==> config.mk <==
export PLATFORM = sky130hd
export DESIGN_NAME = cmd_cfg_ext
export DESIGN_NICKNAME = d
export VERILOG_FILES = /design/src/rtl/cmd_cfg_ext.sv
export SDC_FILE = /design/constraint.sdc
export NUM_CORES = 1
export LEC_CHECK = 0
export CAP_MARGIN = 20
export CORE_MARGIN = 3
export CORE_UTILIZATION = 29
export CTS_CLUSTER_DIAMETER = 40
export CTS_CLUSTER_SIZE = 20
export DETAILED_ROUTE_END_ITERATION = 10
export GPL_TIMING_DRIVEN = 0
export HOLD_SLACK_MARGIN = 0.1
export PLACE_DENSITY = 0.58
export SLEW_MARGIN = 30
export SYNTH_ARGS = -nofsm -noshare
export SYNTH_HDL_FRONTEND = slang
export SYNTH_SLANG_ARGS = --single-unit
==> constraint.sdc <==
create_clock -name clk -period 2.05 [get_ports clk]
set_input_delay 0.5125 -clock clk [delete_from_list [all_inputs] [get_ports clk]]
set_output_delay 0.5125 -clock clk [all_outputs]
set_load 0.02 [all_outputs]
==> src/rtl/cmd_cfg_ext.sv <==
// rtl/cmd_cfg_ext.sv - Host command decoder with saturated setpoints, calibration sequencing, link watchdog and soft land
module cmd_cfg_ext #(
    parameter int CAL_W    = 9,
    parameter int THR_W    = 9,
    parameter int THR_MAX  = 400,
    parameter int ANG_LIM  = 5000,
    parameter int WD_W     = 16,
    parameter int RAMP_W   = 4,
    parameter int THR_STEP = 1
) (
    input  logic                    clk,
    input  logic                    rst_n,
    input  logic                    cmd_rdy,
    input  logic [7:0]              cmd,
    input  logic [15:0]             data,
    input  logic                    cal_done,
    output logic                    clr_cmd_rdy,
    output logic                    send_resp,
    output logic [7:0]              resp,
    output logic signed [15:0]      d_ptch,
    output logic signed [15:0]      d_roll,
    output logic signed [15:0]      d_yaw,
    output logic [THR_W-1:0]        thrst,
    output logic                    strt_cal,
    output logic                    inertial_cal,
    output logic                    motors_off,
    output logic                    link_lost
);
    localparam logic [7:0] OP_PTCH = 8'h02;
    localparam logic [7:0] OP_ROLL = 8'h03;
    localparam logic [7:0] OP_YAW  = 8'h04;
    localparam logic [7:0] OP_THR  = 8'h05;
    localparam logic [7:0] OP_CAL  = 8'h06;
    localparam logic [7:0] OP_EMER = 8'h07;
    localparam logic [7:0] OP_MOFF = 8'h08;
    localparam logic [7:0] OP_SOFT = 8'h09;
    localparam logic [7:0] ACK     = 8'hA5;
    localparam logic [7:0] NACK    = 8'hEE;

    localparam logic signed [15:0] ANG_HI    = 16'(ANG_LIM);
    localparam logic signed [15:0] ANG_LO    = -ANG_HI;
    localparam logic [15:0]        THR_MAX16 = 16'(THR_MAX);
    localparam logic [THR_W-1:0]   THR_CAP   = THR_W'(THR_MAX);
    localparam logic [THR_W-1:0]   THR_DEC   = THR_W'(THR_STEP);
    // Counters fire on the edge that takes them to all-ones, giving 2^W-1 cycle waits.
    localparam logic [CAL_W-1:0]   CAL_LAST  = CAL_W'((1 << CAL_W) - 2);
    localparam logic [WD_W-1:0]    WD_LAST   = WD_W'((1 << WD_W) - 2);

    typedef enum logic [2:0] {IDLE, DISPATCH, CAL_WAIT, CAL_RUN, LAND_RAMP} state_t;

    state_t              state;
    logic [CAL_W-1:0]    cal_cnt;
    logic [WD_W-1:0]     wd_cnt;
    logic [RAMP_W-1:0]   ramp_cnt;

    logic signed [15:0]  ang_sat;
    logic [THR_W-1:0]    thr_sat;
    logic [THR_W-1:0]    thr_next;
    logic                op_valid;
    logic                abort_op;

    always_comb begin
        ang_sat = $signed(data);
        if ($signed(data) > ANG_HI)
            ang_sat = ANG_HI;
        else if ($signed(data) < ANG_LO)
            ang_sat = ANG_LO;
    end

    assign thr_sat  = (data > THR_MAX16) ? THR_CAP : data[THR_W-1:0];
    assign thr_next = (thrst > THR_DEC) ? thrst - THR_DEC : '0;
    assign op_valid = (cmd >= OP_PTCH) && (cmd <= OP_SOFT);
    assign abort_op = cmd_rdy && ((cmd == OP_EMER) || (cmd == OP_MOFF));

    always_ff @(posedge clk or negedge rst_n) begin
        if (!rst_n) begin
            state        <= IDLE;
            cal_cnt      <= '0;
            wd_cnt       <= '0;
            ramp_cnt     <= '0;
            clr_cmd_rdy  <= 1'b0;
            send_resp    <= 1'b0;
            resp         <= 8'h00;
            d_ptch       <= '0;
            d_roll       <= '0;
            d_yaw        <= '0;
            thrst        <= '0;
            strt_cal     <= 1'b0;
            inertial_cal <= 1'b0;
            motors_off   <= 1'b1;
            link_lost    <= 1'b0;
        end else begin
            send_resp   <= 1'b0;
            strt_cal    <= 1'b0;
            clr_cmd_rdy <= 1'b0;
            case (state)
                IDLE: begin
                    if (cmd_rdy) begin
                        wd_cnt      <= '0;
                        clr_cmd_rdy <= 1'b1;
                        state       <= DISPATCH;
                    end else if (motors_off) begin
                        wd_cnt <= '0;
                    end else if (wd_cnt == WD_LAST) begin
                        wd_cnt    <= '0;
                        link_lost <= 1'b1;
                        d_ptch    <= '0;
                        d_roll    <= '0;
                        d_yaw     <= '0;
                        ramp_cnt  <= '0;
                        state     <= LAND_RAMP;
                    end else begin
                        wd_cnt <= wd_cnt + WD_W'(1);
                    end
                end
                DISPATCH: begin
                    state <= IDLE;
                    if (op_valid)
                        link_lost <= 1'b0;
                    // Calibration acknowledges only once cal_done arrives.
                    if (cmd != OP_CAL) begin
                        send_resp <= 1'b1;
                        resp      <= op_valid ? ACK : NACK;
                    end
                    case (cmd)
                        OP_PTCH: d_ptch <= ang_sat;
                        OP_ROLL: d_roll <= ang_sat;
                        OP_YAW:  d_yaw  <= ang_sat;
                        OP_THR:  thrst  <= thr_sat;
                        OP_CAL: begin
                            motors_off   <= 1'b0;
                            cal_cnt      <= '0;
                            inertial_cal <= 1'b1;
                            state        <= CAL_WAIT;
                        end
                        OP_EMER: begin
                            d_ptch <= '0;
                            d_roll <= '0;
                            d_yaw  <= '0;
                            thrst  <= '0;
                        end
                        OP_MOFF: motors_off <= 1'b1;
                        OP_SOFT: begin
                            d_ptch   <= '0;
                            d_roll   <= '0;
                            d_yaw    <= '0;
                            ramp_cnt <= '0;
                            state    <= LAND_RAMP;
                        end
                        default: ;
                    endcase
                end
                CAL_WAIT: begin
                    cal_cnt <= cal_cnt + CAL_W'(1);
                    if (cal_cnt == CAL_LAST) begin
                        strt_cal <= 1'b1;
                        state    <= CAL_RUN;
                    end
                end
                CAL_RUN: begin
                    if (cal_done) begin
                        send_resp    <= 1'b1;
                        resp         <= ACK;
                        inertial_cal <= 1'b0;
                        state        <= IDLE;
                    end
                end
                LAND_RAMP: begin
                    // Only emergency land and motors-off may pre-empt the ramp.
                    if (abort_op) begin
                        clr_cmd_rdy <= 1'b1;
                        state       <= DISPATCH;
                    end else begin
                        ramp_cnt <= ramp_cnt + RAMP_W'(1);
                        if (&ramp_cnt) begin
                            thrst <= thr_next;
                            if (thr_next == '0) begin
                                motors_off <= 1'b1;
                                state      <= IDLE;
                            end
                        end
                    end
                end
                default: state <= IDLE;
            endcase
        end
    end
endmodule

### After elaboration in Yosys (flattened, before gate mapping)

Index checks and enable logic that the tools add are counted.

| cells by class | value |
|---|---|
| muxes and demuxes | 63 |
| equal/unequal tests | 36 |
| add/sub/neg operators | 4 |
| magnitude comparators | 6 |
| reduce and logical (&&, ||, !) cells | 23 |

Operators by type and width:

| cell | number |
|---|---|
| 16-bit case mux with 2 select lines | 6 |
| 16-bit 2-to-1 mux | 8 |
| 9-bit case mux with 2 select lines | 3 |
| 9-bit 2-to-1 mux | 5 |
| 8-bit by 3-bit equality test with 1-bit output, second input constant | 4 |
| 5-bit AND reduction | 5 |
| 3-bit 2-to-1 mux | 8 |
| 2-bit inequality test, second input constant | 11 |
| 4-bit 2-to-1 mux | 5 |
| 16-bit by 1-bit adder with 16-bit output, second input constant | 1 |
| 16-bit equality test, second input constant | 1 |
| 8-bit by 2-bit equality test with 1-bit output, second input constant | 2 |
| 8-bit by 4-bit equality test with 1-bit output, second input constant | 2 |
| 16-bit by 14-bit greater-than comparator with 1-bit output, second input constant | 1 |
| 16-bit by 9-bit greater-than comparator with 1-bit output, second input constant | 1 |
| 16-bit by 14-bit less-than comparator with 1-bit output, second input constant | 1 |
| 8-bit 2-to-1 mux | 2 |
| 8-bit case mux with 2 select lines | 1 |
| 1-bit 2-to-1 mux | 15 |
| 3-bit by 2-bit inequality test with 1-bit output, second input constant | 5 |
| 3-bit case mux with 5 select lines | 1 |
| 3-bit inequality test, second input constant | 4 |
| 1-bit case mux with 2 select lines | 6 |
| 4-bit case mux with 3 select lines | 1 |
| other kinds (25) | 33 |

| word-level totals | value |
|---|---|
| bits of input ports | 28 |
| register bits after elaboration | 103 |

### Logic depth before layout (Yosys ltp)

Gate-level depths: netlist (run 1).

| logic depth | value |
|---|---|
| word-level depth | 7 |
| gate-level depth with buffers | 9 |
| mapped depth without buffers | 7 |

### Worst setup path before layout (run 1)

OpenSTA, ideal clock, no wires.

| timing path | value |
|---|---|
| path kind | in2reg |
| from | in cmd[7] |
| to | reg d_ptch[5] |
| path buffers | 1 |
| data required time | 1.925 ns |
| stages | 6 |
| data arrival time | 2.167 ns |
| slack | -0.242 ns |
| path through | or4_1 -> nor2_1 -> a311oi_1 -> nor3_4 -> buf_4 -> mux2_2 |

| between the ends | value |
|---|---|
| word-level cells in the longest chain between the ends | 4 |
| elaborated cells between the ends (all ways) | 8 |
| classes of those cells | eq/ne (4); mux (2); reduce/logical (2) |

RTL lines:

| what | RTL line | text |
|---|---|---|
| start: declaration | 14 | `input logic [7:0] cmd,` |
| 8-bit by 3-bit equality test with 1-bit output or 8-bit by 4-bit equality test with 1-bit output (tied branches) | 125 | `case (cmd)` |
| 2-bit OR reduction (no line) | -- |  |
| 16-bit case mux with 2 select lines or 3-bit by 2-bit inequality test with 1-bit output (tied branches) | -- |  |
| 16-bit case mux with 2 select lines or 5-bit AND reduction (tied branches) | -- |  |
| end signal: assignment | 126 | `OP_PTCH: d_ptch <= ang_sat;` |
| end: declaration | 20 | `output logic signed [15:0] d_ptch,` |

Parallel ways exist; a longest one is shown, timed or not.
A chain may end at the register's enable or synchronous reset.

### Worst setup path after layout (run 1)

| timing path | value |
|---|---|
| from | reg wd_cnt[0] |
| to | reg d_roll[8] |

| between the ends | value |
|---|---|
| word-level cells in the longest chain between the ends | 3 |

RTL lines:

| what | RTL line | text |
|---|---|---|
| start: declaration | 53 | `logic [WD_W-1:0] wd_cnt;` |
| start signal: assignment | 113 | `wd_cnt <= wd_cnt + WD_W'(1);` |
| 16-bit equality test | 104 | `end else if (wd_cnt == WD_LAST) begin` |
| 2-bit inequality test (no line) | -- |  |
| 5-bit AND reduction (no line) | -- |  |
| end signal: assignment | 127 | `OP_ROLL: d_roll <= ang_sat;` |
| end: declaration | 21 | `output logic signed [15:0] d_roll,` |

Every way passes these cells.

==> results.yml, run 1 <==
clock_tree:
  clk_path_buf_depth: 2
  root_buffer_master: "clkbuf_16"
  tritoncts: "built"
  htree_levels: 3
  clkTransAtPathRegs_ps: 70
  cts_buffers: 9
  clkLatencyLatePin_ps: 360
  total_clock_sinks: 98
cells_and_area:
  post_route_cells_drive_above_1_share_pct: 32.92
  leading_cell_type_in_the_layout_fill_and_taps_excluded: "dfrtp_1"
  instances_no_fill: 870
  num-nets-final: 675
  finish.instance_area_um2: 7766
  final_cell_mix: "dfrtp_1, clkdlybuf4s50_1, mux2_4"
  nFillCells: 1637
  synthToLayoutAreaGrowth_pct: 49.49
placement:
  post_dp_cell_area_um2: 6500
  portBuffers: 95
  inst_count_dp: 805
  place_hpwl_mm: 10.40
  finalWeightedCongestion: 0.7994
floorplanning:
  die_h_um: 139.8
  num_rows: 48
  boundaryPins: 99
  fp.dieArea_um2: 19560
  core_area_um2: 17420
  die_x_um: 139.8
  floorplan.initialDensity_pct: 29.83
critical_path:
  critPathCaptureType: "flip-flop"
  worst_path_largest_cell_delay_ps: 390
  critical_path.reg2reg.startpoint: "wd_cnt[0]"
  rr_worst_depth: 9
  worst-setup-path-type: "reg -> reg"
  timing.critical_path.slowest_stage_cell: "dfrtp_1"
  cp.required_ps: 2290
  reg2reg_setup_slack_ps: -80
  crit_arrival_ps: 2370
  cp.buffers_inverters: 4
  startpoint_type: "flip-flop"
  crit_fanout: 7
  critical-path-top-delay-family: "buffers and inverters"
  crit_path_cell_trace: "inv_1 -> ha_2 -> and4_1 -> buf_8 -> a31oi_4 -> a211o_1 -> buf_6 -> clkbuf_16 -> mux2_4"
  r2r_end: "d_roll[8]"
yosys:
  muxShareOfSynthArea_pct: 11.90
  postSynthAreaPerCell_um2: 10.73
  synth_fp_nets: 520
  post-synth-top-area-fraction_pct: 46.72
  synth_largest_area_cell: "dfrtp_1"
  synth_fa_ha_area_share_pct: 1.927
  synthSimpleGateAreaFrac_pct: 17.37
  netlist_area_um2: 5195
  async_reset_ff_share_pct: 100.0
  synthXorXnorAreaFrac_pct: 0.6744
  synthesis.yosys.warnings: 0
  postSynthRegisterBits: 98
  number_of_synthesized_flops_with_an_enable_pin: 0
  synth_seq_area_share_pct: 47.23
  yosys_most_used_dff: "dfrtp_1"
  synth_area_leaders: "dfrtp_1, mux2_2, mux2_4"
  main_combinational_cell_family_by_area_after_synthesis: "simple AND/OR/NAND/NOR gates"
  synth_compound_area_share_pct: 16.38
  netlist-cell-type-count: 68
  synthCells: 484
global_routing:
  grt_antenna_before_repair: 1
  aggregate_global_route_resource_usage_pct: 15.75
  grt_pass1_vias: 4584
  use_met3_pct: 5.979
  grt_max_degree: 61
  groute.layer.met2.usage_pct: 25.12
  global_route.overflow_total: 0
  global_route.peak_usage_layer: "met2"
  grtUsageMet1_pct: 19.96
  grt_first_pass_wirelength_mm: 24.74
flow_run:
  maxCapViolCount: 0
power_and_ir_drop:
  p_leak_nw: 3.471
  irDropWorstVdd_uv: 647.4
  power_density_nw_per_um2: 1132
drt:
  detailedRoute.firstIterationViolations: 281
  length_of_the_first_detailed_routing_pass_in_iterations: 5
  post_drt_via_cell_ratio: 5.164
  routed_wirelength_mm: 15.88
  antenna_left: 0
  routed-via-count: 4493
  average_wire_per_standard_cell_um: 18.26
  route.detailed.drc: 0
hold_path:
  worst_hold_startpoint: "inertial_cal"
  min_path_type: "reg -> reg"
  depth_of_the_worst_hold_timing_path: 2
  min_to: "inertial_cal"
sta:
  setup_skew_ps: 9.039
  post-route-worst-setup-slack_ps: -77.19
  max_freq_ghz: 0.4701
  final_hold_viol_count: 0
  timing.max_slew.rel_slack_pct: 42.59
  final.period_utilization_pct: 103.8
  tightestPinTransition_ps: 854.5
  maxSlewViolCount: 0
  setup_tns_ps: -2059
  timing.final.setup_violations: 45
  rsz0062_at_grt: "yes"
  fin_crit_ps: 2127
run_status:
  status: "finished, violations left"
  violations: "setup timing"
==> per-stage QoR <==
step	total power [mW]	worst slack, ps	utilization (%)	hold WS (ps)
2_1_floorplan	4.715	-206.9	-	216.9
3_3_place_gp	6.012	-3253	37.16	456.5
3_5_place_dp	6.081	-1157	37.32	456.7
4_1_cts	8.619	-61.54	42.49	481.6
5_1_grt	9.259	-144.6	44.59	504.8
6_report	8.792	-77.19	44.59	479.1
==> where the power goes <==
group | switching (mW) | internal [mW]
clock | 0.828 | 1.13
combinational | 1.91 | 2.15
sequential | 0.357 | 2.42
total | 3.10 | 5.70
==> cells by family after synthesis <==
logic type,Yosys count
AND/OR/NAND/NOR,161
AO/OA/AOI/OAI,119
flip-flops,98
multiplexers,52
buffers and inverters,41
adder cells (fa/ha/maj),8
XOR/XNOR,4
other,1
==> worst reg2reg max path, cell delays in order, from the launching register on <==
cell and delay (ps):
dfrtp_1 390, inv_1 70, ha_2 170, and4_1 220, buf_8 120, a31oi_4 110, a211o_1 320, buf_6 160
clkbuf_16 170, mux2_4 290
==> sequential cells by signal (all words and copies together), names as in the netlist, 3 cells and up <==
name,cells
d_yaw,16
ramp_cnt,4
resp,3
d_roll,16
wd_cnt,16
cal_cnt,9
state,3
d_ptch,16
thrst,9
==> routing by layer <==
layer  part of all wire, %  up-vias  wire length [um]
met4                   1.4        0               221
met3                   8.1       21              1287
met2                    49      158              7738
li1                      -     2107                 -
met1                    42     2207              6635
met5                     0        -                 0
==> layout make-up <==
class	count	area [um^2]	area share [%]
antenna	1	2.502	0.03222
clock buffer	10	239.0	3.077
timing repair buffer	147	1460	18.80
multi-input combinational	345	2947	37.94
clock inverter	6	105.1	1.353
tap	225	281.5	3.625
sequential	98	2455	31.61
buffer	22	214.0	2.755
inverter	16	62.56	0.8055
==> how the worst max path moves through the flow <==
stage | startpoint | to | slack [ps] | cells past startpoint
after floorplan | cmd[7] | d_ptch[5] | -210 | 6
after global placement | rst_n | d_ptch[14] | -3250 | 1
after detailed placement | cmd[7] | d_ptch[8] | -1160 | 7
after CTS | wd_cnt[4] | d_yaw[3] | -60 | 9
after global routing | wd_cnt[0] | d_roll[11] | -140 | 9
final | wd_cnt[0] | d_roll[8] | -80 | 9
==> Yosys cell counts (3+ instances only) <==
cell      count
dfrtp_1      97
nand2_1      35
mux2_2       31
nor2_1       27
a21oi_1      25
o21ai_0      20
nor3_1       17
inv_1        16
nand2b_1     14
nand3_1      14
a31oi_1      11
mux2_4       10
o21a_1       10
a22o_1        9
buf_4         9
clkbuf_1      8
ha_1          8
nand4_1       8
mux2_1        7
and3_1        6
and4_1        5
nor3b_1       5
a211oi_1      4
and3b_1       4
buf_2         4
mux2i_1       4
nor2b_1       4
o211ai_1      4
a21o_1        3
a22oi_1       3
a32o_1        3
and4b_1       3
buf_6         3
nand3b_1      3
nor4_1        3
o31ai_1       3
or2_2         3
xor2_1        3
==> what timing repair did <==
action	in CTS	in global routing
gates resized for setup	124	66
endpoints found under the setup margin	91	80
gates cloned	5	1
hold endpoints to repair	37	0
hold buffers	1	0
buffers inserted	24	21
pin swaps	13	25
Power figures use the tool's default switching activity.
==> inputs of run 2 (changes only) <==
Settings changed: SETUP_SLACK_MARGIN set to 0.15.
==> run 2 against run 1 <==
Compared with the run above:
- the flow still finishes with violations (setup timing)
- sequential cell count unchanged
- worst setup slack better by 2.8 ps
- count of clock-buffer cells in the layout decreased by 1
- via count is 0.36% lower
- global-route usage down 0.17 points
==> results.yml, run 2 (synthesized netlist as in run 1, its figures left out) <==
drt:
  route.detailed.drc: 0
  length_of_the_first_detailed_routing_pass_in_iterations: 5
  routed_wirelength_mm: 15.46
  post_drt_via_cell_ratio: 5.134
  antenna_left: 0
  routed-via-count: 4477
  detailedRoute.firstIterationViolations: 328
  average_wire_per_standard_cell_um: 17.73
sta:
  setup_skew_ps: 8.760
  maxSlewViolCount: 0
  rsz0062_at_grt: "yes"
  timing.final.setup_violations: 42
  final_hold_viol_count: 0
  fin_crit_ps: 2124
  max_freq_ghz: 0.4707
  final.period_utilization_pct: 103.6
  post-route-worst-setup-slack_ps: -74.38
cells_and_area:
  layout.core_utilization_pct: 45.14
  finish.instance_area_um2: 7861
  post_route_cells_drive_above_1_share_pct: 34.47
  leading_cell_type_in_the_layout_fill_and_taps_excluded: "dfrtp_1"
  nFillCells: 1593
  multi_input_area_um2: 3074
  num-nets-final: 679
  synthToLayoutAreaGrowth_pct: 51.32
  area.sequential_um2: 2459
  instances_no_fill: 872
  n_antenna_cell: 0
  final_cell_mix: "dfrtp_1, clkdlybuf4s50_1, mux2_4"
global_routing:
  grt_max_degree: 51
  grt_first_pass_wirelength_mm: 24.83
  grt_antenna_before_repair: 1
  aggregate_global_route_resource_usage_pct: 15.58
  grt_pass1_vias: 4550
  global_route.overflow_total: 0
placement:
  inst_count_dp: 805
  post_dp_cell_area_um2: 6588
  finalWeightedCongestion: 0.8363
  place_hpwl_mm: 10.51
  portBuffers: 95
clock_tree:
  clk_path_buf_depth: 2
  cts_hold_buffers: 0
  clkLatencyLatePin_ps: 340
  clkTransAtPathRegs_ps: 70
  htree_levels: 3
  tritoncts: "built"
  cts_buffers: 9
  total_clock_sinks: 98
  root_buffer_master: "clkbuf_16"
floorplanning:
  die_h_um: 139.8
  die_x_um: 139.8
  num_rows: 48
  core_area_um2: 17420
  floorplan.initialDensity_pct: 29.83
  fp.dieArea_um2: 19560
  boundaryPins: 99
critical_path:
  reg2reg_setup_slack_ps: -70
  cp.required_ps: 2280
  critPathCaptureType: "flip-flop"
  crit_fanout: 6
  r2r_end: "d_ptch[14]"
  crit_arrival_ps: 2350
  worst-setup-path-type: "reg -> reg"
  rr_worst_depth: 9
  startpoint_type: "flip-flop"
  critical_path.reg2reg.startpoint: "wd_cnt[8]"
run_status:
  status: "finished, violations left"
  violations: "setup timing"
power_and_ir_drop:
  totalPowerFinal_mw: 8.585
  irDropWorstVdd_uv: 587.0
  power_density_nw_per_um2: 1092
  p_leak_nw: 3.510
hold_path:
  min_path_type: "in -> async"
flow_run:
  maxCapViolCount: 0
[run 2: power by group]
group          internal, mW  switching, mW
registers              2.42          0.354
clock network         0.957          0.766
logic                  2.17           1.92
[run 2: how the worst max path moves through the flow]
stage          startpoint    endpoint  slack (ps)  cells past startpoint
3_3_place_gp        rst_n  d_ptch[11]       -3250                      1
3_5_place_dp       cmd[7]   d_ptch[7]       -1010                      7
4_1_cts        wd_cnt[10]  d_roll[14]         -50                      9
6_report        wd_cnt[8]  d_ptch[14]         -70                      9
2_1_floorplan      cmd[7]   d_ptch[5]        -200                      6
5_1_grt        wd_cnt[10]  wd_cnt[12]        -160                     10
[run 2: critical path: stages (launching register included)]
cell and delay (ps):
dfrtp_1 370, and3_4 190, buf_6 90, and4_1 190, buf_6 120, a31oi_4 120, buf_6 150, nor3_4 260
buf_6 210, mux2_4 310
[run 2: final cells by class]
type,count,area share (%)
buffer,24,2.976
clock buffer,9,2.865
clock inverter,6,0.9550
inverter,16,0.7640
multi-input combinational,346,39.11
sequential,98,31.27
tap,225,3.581
timing repair buffer,148,18.48
[run 2: through the flow]
step	worst slack (ps)	TNS (ps)	hold slack, ps
finish	-74.38	-1296	112.3
detailed placement	-1008	-60320	463.4
CTS	-53.44	-647.5	123.2
global route	-162.7	-5016	140.9
floorplan	-204.1	-4820	216.9
global placement	-3254	-374050	456.7
[run 2: what timing repair did]
action,CTS,global route
resized for setup,150,58
gates cloned,7,1
endpoints found under the setup margin,108,87
setup buffers,31,14
pin swaps,19,20
[run 2: routing by layer]
metal	up-vias	part of all wire [%]	wire length, um	track usage [%]
met3	10	3.9	610	3.093
li1	2127	-	-	-
met4	2	0.94	146	3.723
met2	88	49	7605	26.29
met1	2250	46	7081	20.67
met5	-	0.084	13	0
